===== config.mk =====
export PLATFORM = sky130hd
export DESIGN_NAME = flush_sequencer_flat
export DESIGN_NICKNAME = d
export VERILOG_FILES = /design/src/rtl/flush_sequencer_if.sv /design/src/rtl/flush_sequencer.sv /design/src/flat_wrapper.sv
export SDC_FILE = /design/constraint.sdc
export NUM_CORES = 1
export LEC_CHECK = 0
export BUFFER_PORTS_ARGS = -buffer_cell sky130_fd_sc_hd__buf_2
export CAP_MARGIN = 20
export CORE_MARGIN = 2
export CORE_UTILIZATION = 45
export CTS_CLUSTER_SIZE = 20
export DETAILED_ROUTE_END_ITERATION = 8
export PLACE_DENSITY_LB_ADDON = 0.15
export SLEW_MARGIN = 20
export SYNTH_ARGS = -nofsm -noshare
export SYNTH_HDL_FRONTEND = slang
export SYNTH_SLANG_ARGS = --single-unit

===== constraint.sdc =====
create_clock -name clk_i -period 1.4 [get_ports clk_i]
set_input_delay 0.07 -clock clk_i [delete_from_list [all_inputs] [get_ports clk_i]]
set_output_delay 0.07 -clock clk_i [all_outputs]
set_load 0.02 [all_outputs]

===== src/rtl/flush_sequencer_if.sv =====
// Fence request and per-target flush handshake bundle.
//   fence_valid  source -> sequencer   fence request, held until accepted
//   fence_ready  sequencer -> source   sequencer can take a fence this cycle
//   fence_mask   source -> sequencer   targets to flush, sampled on accept
//   flush_req    sequencer -> targets  per-target request, held until acked
//   flush_ack    targets -> sequencer  per-target single-cycle acknowledge
// master: the sequencer side. slave: the fence source plus flush targets.
interface flush_sequencer_if #(
    parameter int unsigned NrTargets = 4
);
    logic                 fence_valid;
    logic                 fence_ready;
    logic [NrTargets-1:0] fence_mask;
    logic [NrTargets-1:0] flush_req;
    logic [NrTargets-1:0] flush_ack;

    modport master (
        input  fence_valid,
        input  fence_mask,
        input  flush_ack,
        output fence_ready,
        output flush_req
    );

    modport slave (
        output fence_valid,
        output fence_mask,
        output flush_ack,
        input  fence_ready,
        input  flush_req
    );
endinterface


===== src/rtl/flush_sequencer.sv =====
// Fence/flush sequencer beside commit. Takes one fence with a per-target flush
// mask, flushes the pipeline and redirects the PC, then holds a req/ack
// handshake to each selected flush target until all acknowledge or a timeout
// fires. Exceptions only flush the pipeline and never disturb a sequence.
// Ports:
//   clk_i, rst_ni      clock, asynchronous active-low reset
//   fs                 fence request + flush req/ack bundle (master side)
//   ex_valid_i         exception/eret/debug entry: flush pipeline, no set_pc
//   halt_csr_i         WFI halt request from CSR
//   halt_o             halt commit stage (combinational)
//   set_pc_commit_o    PC gen takes commit PC + 4 (combinational, accept cycle)
//   flush_pipe_o       flush IF/ID/EX (combinational)
//   done_o             one-cycle pulse when a sequence finishes
//   timeout_o          sticky: last sequence ended by timeout
module flush_sequencer #(
    parameter int unsigned NrTargets     = 4,
    parameter int unsigned TimeoutCycles = 1024
) (
    input  logic                  clk_i,
    input  logic                  rst_ni,
    flush_sequencer_if.master     fs,
    input  logic                  ex_valid_i,
    input  logic                  halt_csr_i,
    output logic                  halt_o,
    output logic                  set_pc_commit_o,
    output logic                  flush_pipe_o,
    output logic                  done_o,
    output logic                  timeout_o
);

    // Counter is kept one bit wide when the timeout is disabled so the
    // declaration stays legal; it is then held at zero.
    localparam int unsigned CntWidth    = (TimeoutCycles > 0) ? $clog2(TimeoutCycles + 1) : 1;
    localparam int unsigned TimeoutLast = (TimeoutCycles > 0) ? TimeoutCycles - 1 : 0;

    typedef enum logic [1:0] {
        IDLE     = 2'd0,
        WAIT_ACK = 2'd1,
        DONE     = 2'd2
    } state_e;

    state_e                state_q, state_d;
    logic [NrTargets-1:0]  pending_q, pending_d;
    logic [CntWidth-1:0]   cnt_q, cnt_d;
    logic                  timeout_q, timeout_d;
    logic                  done_q, done_d;

    logic                  fence_ready_c;
    logic                  accept_c;
    logic                  set_pc_c;
    logic                  flush_pipe_c;
    logic                  timeout_hit_c;
    logic [NrTargets-1:0]  pending_left_c;

    // State and datapath registers.
    always_ff @(posedge clk_i or negedge rst_ni) begin
        if (!rst_ni) begin
            state_q   <= IDLE;
            pending_q <= '0;
            cnt_q     <= '0;
            timeout_q <= 1'b0;
            done_q    <= 1'b0;
        end else begin
            state_q   <= state_d;
            pending_q <= pending_d;
            cnt_q     <= cnt_d;
            timeout_q <= timeout_d;
            done_q    <= done_d;
        end
    end

    // Next-state, handshake bookkeeping and combinational pipeline controls.
    always_comb begin
        state_d        = state_q;
        pending_d      = pending_q;
        cnt_d          = cnt_q;
        timeout_d      = timeout_q;
        done_d         = 1'b0;

        // An exception in the same cycle wins over a fence.
        fence_ready_c  = (state_q == IDLE) & ~ex_valid_i;
        accept_c       = fs.fence_valid & fence_ready_c;
        set_pc_c       = accept_c;
        flush_pipe_c   = accept_c | ex_valid_i;

        // Acks on bits that are not pending simply have no effect here.
        pending_left_c = pending_q & ~fs.flush_ack;
        timeout_hit_c  = (TimeoutCycles != 0) && (cnt_q == CntWidth'(TimeoutLast));

        unique case (state_q)
            IDLE: begin
                if (accept_c) begin
                    pending_d = fs.fence_mask;
                    cnt_d     = '0;
                    timeout_d = 1'b0;
                    state_d   = (fs.fence_mask != '0) ? WAIT_ACK : DONE;
                end
            end
            WAIT_ACK: begin
                pending_d = pending_left_c;
                if (TimeoutCycles != 0) begin
                    cnt_d = cnt_q + CntWidth'(1);
                end
                if (pending_left_c == '0) begin
                    state_d = DONE;
                end else if (timeout_hit_c) begin
                    // Abandon the stragglers; acks landing this cycle already counted.
                    pending_d = '0;
                    timeout_d = 1'b1;
                    state_d   = DONE;
                end
            end
            DONE: begin
                state_d = IDLE;
            end
            default: begin
                state_d = IDLE;
            end
        endcase

        done_d = (state_d == DONE);
    end

    assign fs.fence_ready    = fence_ready_c;
    assign fs.flush_req      = pending_q;
    assign set_pc_commit_o   = set_pc_c;
    assign flush_pipe_o      = flush_pipe_c;
    assign halt_o            = halt_csr_i | (state_q != IDLE);
    assign done_o            = done_q;
    assign timeout_o         = timeout_q;

endmodule


===== src/flat_wrapper.sv =====
// flat-port wrapper written by rule: the top's interface ports become plain ports
module flush_sequencer_flat 
#(
    parameter int unsigned NrTargets     = 4,
    parameter int unsigned TimeoutCycles = 1024
)
  (clk_i, rst_ni, ex_valid_i, halt_csr_i, halt_o, set_pc_commit_o, flush_pipe_o, done_o, timeout_o, fs_fence_valid, fs_fence_mask, fs_flush_ack, fs_fence_ready, fs_flush_req);
  flush_sequencer_if #(.NrTargets(NrTargets)) fs_i ();
  input  logic clk_i;
  input  logic rst_ni;
  input  logic ex_valid_i;
  input  logic halt_csr_i;
  output logic halt_o;
  output logic set_pc_commit_o;
  output logic flush_pipe_o;
  output logic done_o;
  output logic timeout_o;
  input wire logic [$bits(fs_i.fence_valid)-1:0] fs_fence_valid;
  input wire logic [$bits(fs_i.fence_mask)-1:0] fs_fence_mask;
  input wire logic [$bits(fs_i.flush_ack)-1:0] fs_flush_ack;
  output wire logic [$bits(fs_i.fence_ready)-1:0] fs_fence_ready;
  output wire logic [$bits(fs_i.flush_req)-1:0] fs_flush_req;
  assign fs_i.fence_valid = fs_fence_valid;
  assign fs_i.fence_mask = fs_fence_mask;
  assign fs_i.flush_ack = fs_flush_ack;
  assign fs_fence_ready = fs_i.fence_ready;
  assign fs_flush_req = fs_i.flush_req;
  flush_sequencer #(.NrTargets(NrTargets), .TimeoutCycles(TimeoutCycles)) u_core (.clk_i(clk_i), .rst_ni(rst_ni), .fs(fs_i), .ex_valid_i(ex_valid_i), .halt_csr_i(halt_csr_i), .halt_o(halt_o), .set_pc_commit_o(set_pc_commit_o), .flush_pipe_o(flush_pipe_o), .done_o(done_o), .timeout_o(timeout_o));
endmodule

==> reports/qor.csv <==
stage,metric,value,unit
cts,cts_tree,yes,
grt,grt_antenna_before_repair,0,
critical_path,cp_data_arrival_time,1640,ps
sta,clock_skew,2.180,ps
synthesis,synthCells,97,
placed_design,post_dp_cell_area,0.001216,sq mm
synthesis,async_flop_share,1.000,
critical_path,critPathSlowestCell,dfrtp_1,
final_layout,nets,154,
flow_run,maxCapViolations,0,
critical_path,crit_required,1600,ps
placed_design,io_buffers,22,
route,ant_nets,0,
synthesis,ys_seq_area_frac,0.4910,
grt,grt_pass1_wl,4126,um
floorplanning,num_io_pins,23,
power,vdd_ir_drop_max,1.207,mV
placed_design,pre_cts_slack,-28.72,ps
run_status,outcome,finished with violations,
synthesis,ys_seq_elements,19,
hold_path,holdPathStages,2,
sta,max_freq,695.7,MHz
cts,clock_path_buffers,2,
sta,tightest_slew,475.2,ps
sta,finalCriticalPeriod,1438,ps
final_layout,area_growth,38.76,%
floorplanning,coreArea,0.002002,sq mm
cts,cts_root_buf,clkbuf_4,
floorplanning,fp.dieH,50.39,um
sta,post-route-period-util,1.027,
sta,rsz0062_at_grt,yes,
floorplanning,die_area,0.002539,sq mm
synthesis,ys_top_cells_by_area,"dfrtp_1 49%, nand2b_1 4.5%, a221o_1 4.1%",
critical_path,r2r_setup_slack,-40,ps
synthesis,synth.largest_area_cell,dfrtp_1,
synthesis,syn-num-nets,111,
final_layout,fin_area,0.001344,sq mm
sta,relSlewSlack,0.6803,
synthesis,synth_common_cells,"19 x dfrtp_1, 8 x nor2_1, 7 x nand2b_1",
floorplanning,row_count,16,
floorplanning,dieWidth,50.39,um
route,wl_per_cell,14.77,um
critical_path,crit_family,simple AND/OR/NAND/NOR gates,
final_layout,fill_cells,162,
final_layout,final_util,0.6713,
grt,grt_usage,0.2235,
sta,layout_setup_ws,-37.50,ps
critical_path,slowest_delay,420,ps
run_status,violations,setup timing,
placed_design,gp_congestion,0.8247,
route,routed_wirelength,2451,um
hold_path,holdPathEnd,u_core.fs.flush_req[0]$_DFFE_PN0P_,
sta,maxSlewViolCount,0,
route,routed-via-count,929,
critical_path,end_kind,flop,
critical_path,cp_max_fo,5,
route,drt_iter0_drc,31,
critical_path,worst-path-buf-inv,0,
route,firstDrtPassIters,4,
synthesis,yosysMostFrequentCell,dfrtp_1,
synthesis,syn-cell-area,968.4,sq um
synthesis,avgSynthCellArea,9.984,sq um
grt,grt_pass1_vias,870,
synthesis,synthFlopType,dfrtp_1,
route,viasPerCell,5.596,
power,power.density,1710,mW/mm^2
sta,hold_violations,0,
critical_path,start_kind,flop,
synthesis,synth-edff-count,0,
grt,gr-total-overflow,0,
final_layout,drive_above_1_share,0.4532,
synthesis,synth_cell_types,33,
final_layout,diodes,0,
power,p_leak,0.6429,nW
sta,setup_viol,5,
hold_path,worstHoldStart,fs_fence_mask[0],
hold_path,hp-class,input port to flop,
placed_design,dp_hpwl,1769,um
critical_path,crit_chain,nand4_4 > nor4_4 > nor3_1 > a221o_1,
floorplanning,start_util,0.4838,
critical_path,r2r-start,u_core.cnt_q[5]$_DFFE_PN0P_,
synthesis,synth_warnings,0,
route,drc,0,
critical_path,criticalPathCategory,flop to flop,
cts,clk_pin_slew,110,ps
synthesis,netlist.area_leader.share,0.4910,
cts,numCtsBuffers,3,
cts,cts_sinks,19,
critical_path,r2r_cells,4,
cts,insertion_delay,300,ps
cts,cts_htree_levels,1,
grt,grt_max_degree,20,
critical_path,reg2reg_to,u_core.fs.flush_req[3]$_DFFE_PN0P_,
==> routing by layer <==
metal	up-vias	part of all wire	global-route usage
li1	449	-	-
met1	447	0.43	0.3044
met2	29	0.51	0.3531
met3	4	0.046	0.02679
met4	0	0.019	0.1081
met5	-	0	0
==> per-stage QoR <==
step                      hold slack (ps)  TNS, ps  instances  power (mW)
after global placement              26.95   -1.967        157       1.828
final                               7.042   -114.3        166       2.298
after CTS                           1.959   -155.2        165       2.236
after global routing                5.770   -830.7        166       2.447
after floorplan                    -225.6   -119.1         97       1.456
after detailed placement            33.27   -60.00        157       1.867
==> how the worst max path moves through the flow <==
stage	endpoint	from	cells past startpoint	slack (ps)
floorplan	u_core.fs.flush_req[0]$_DFFE_PN0P_	u_core.cnt_q[5]$_DFFE_PN0P_	4	-20
global placement	u_core.fs.flush_req[2]$_DFFE_PN0P_	u_core.cnt_q[5]$_DFFE_PN0P_	4	-2
detailed placement	u_core.fs.flush_req[3]$_DFFE_PN0P_	u_core.cnt_q[0]$_DFFE_PN0P_	5	-30
CTS	u_core.fs.flush_req[3]$_DFFE_PN0P_	u_core.cnt_q[0]$_DFFE_PN0P_	5	-40
global route	u_core.fs.flush_req[1]$_DFFE_PN0P_	u_core.cnt_q[1]$_DFFE_PN0P_	5	-120
finish	u_core.fs.flush_req[3]$_DFFE_PN0P_	u_core.cnt_q[5]$_DFFE_PN0P_	4	-40
==> power by group <==
| group | total (mW) | switching, mW | leakage, nW | internal [mW] |
|---|---|---|---|---|
| clock network | 0.288 | 0.182 | 0.0177 | 0.107 |
| registers | 0.874 | 0.162 | 0.252 | 0.712 |
| logic | 1.14 | 0.621 | 0.373 | 0.514 |
==> final cells by class <==
type                       count  area (sq um)  area share
multi-input combinational     71         515.5      0.3836
sequential                    19         478.0      0.3557
clock buffer                   3         22.52     0.01676
clock inverter                 1         5.005    0.003724
inverter                       3         13.76     0.01024
timing repair buffer          42         275.3      0.2048
tap                           27         33.78     0.02514
==> kinds of logic (layout without fill, tap and decap cells) <==
logic type,after synthesis,after routing,synth area share
and+or+nand+nor,40,40,0.2442
muxes,1,1,0.01034
adders and majority gates,1,1,0.01292
buffers and inverters,7,49,0.02972
xor gates and xnor gates,1,1,0.009046
DFF,19,19,0.4910
AOI/OAI and AO/OA,28,28,0.2028
==> timing repair <==
action | 4_1_cts | 5_1_grt
hold buffers | 1 | 0
setup buffers | 3 | 1
pin swaps | 1 | 2
endpoints found under the hold margin | 19 | 0
resized for setup | 7 | 11
setup endpoints to repair | 8 | 17
==> registers in the layout, indices dropped and copies added, names as in the netlist <==
register / flops
u_core.fs.flush_req: 4
u_core.cnt_q: 11
u_core.timeout_o: 1
u_core.state_q: 2
u_core.done_o: 1
==> cells in the final DEF (no fill, tap or decap), types with 2 or more instances in the layout <==
cell / count
o21ai_0: 5
nand2b_1: 5
buf_6: 2
buf_2: 20
nand3_1: 2
nand4_1: 3
clkbuf_4: 3
o211ai_1: 2
a221o_1: 4
buf_4: 19
a31oi_1: 3
dfrtp_1: 17
nor2_1: 7
nand2_1: 5
inv_1: 2
nor3_1: 5
a21oi_1: 4
dfrtp_2: 2
No activity file was read; power rests on OpenSTA's default activity.
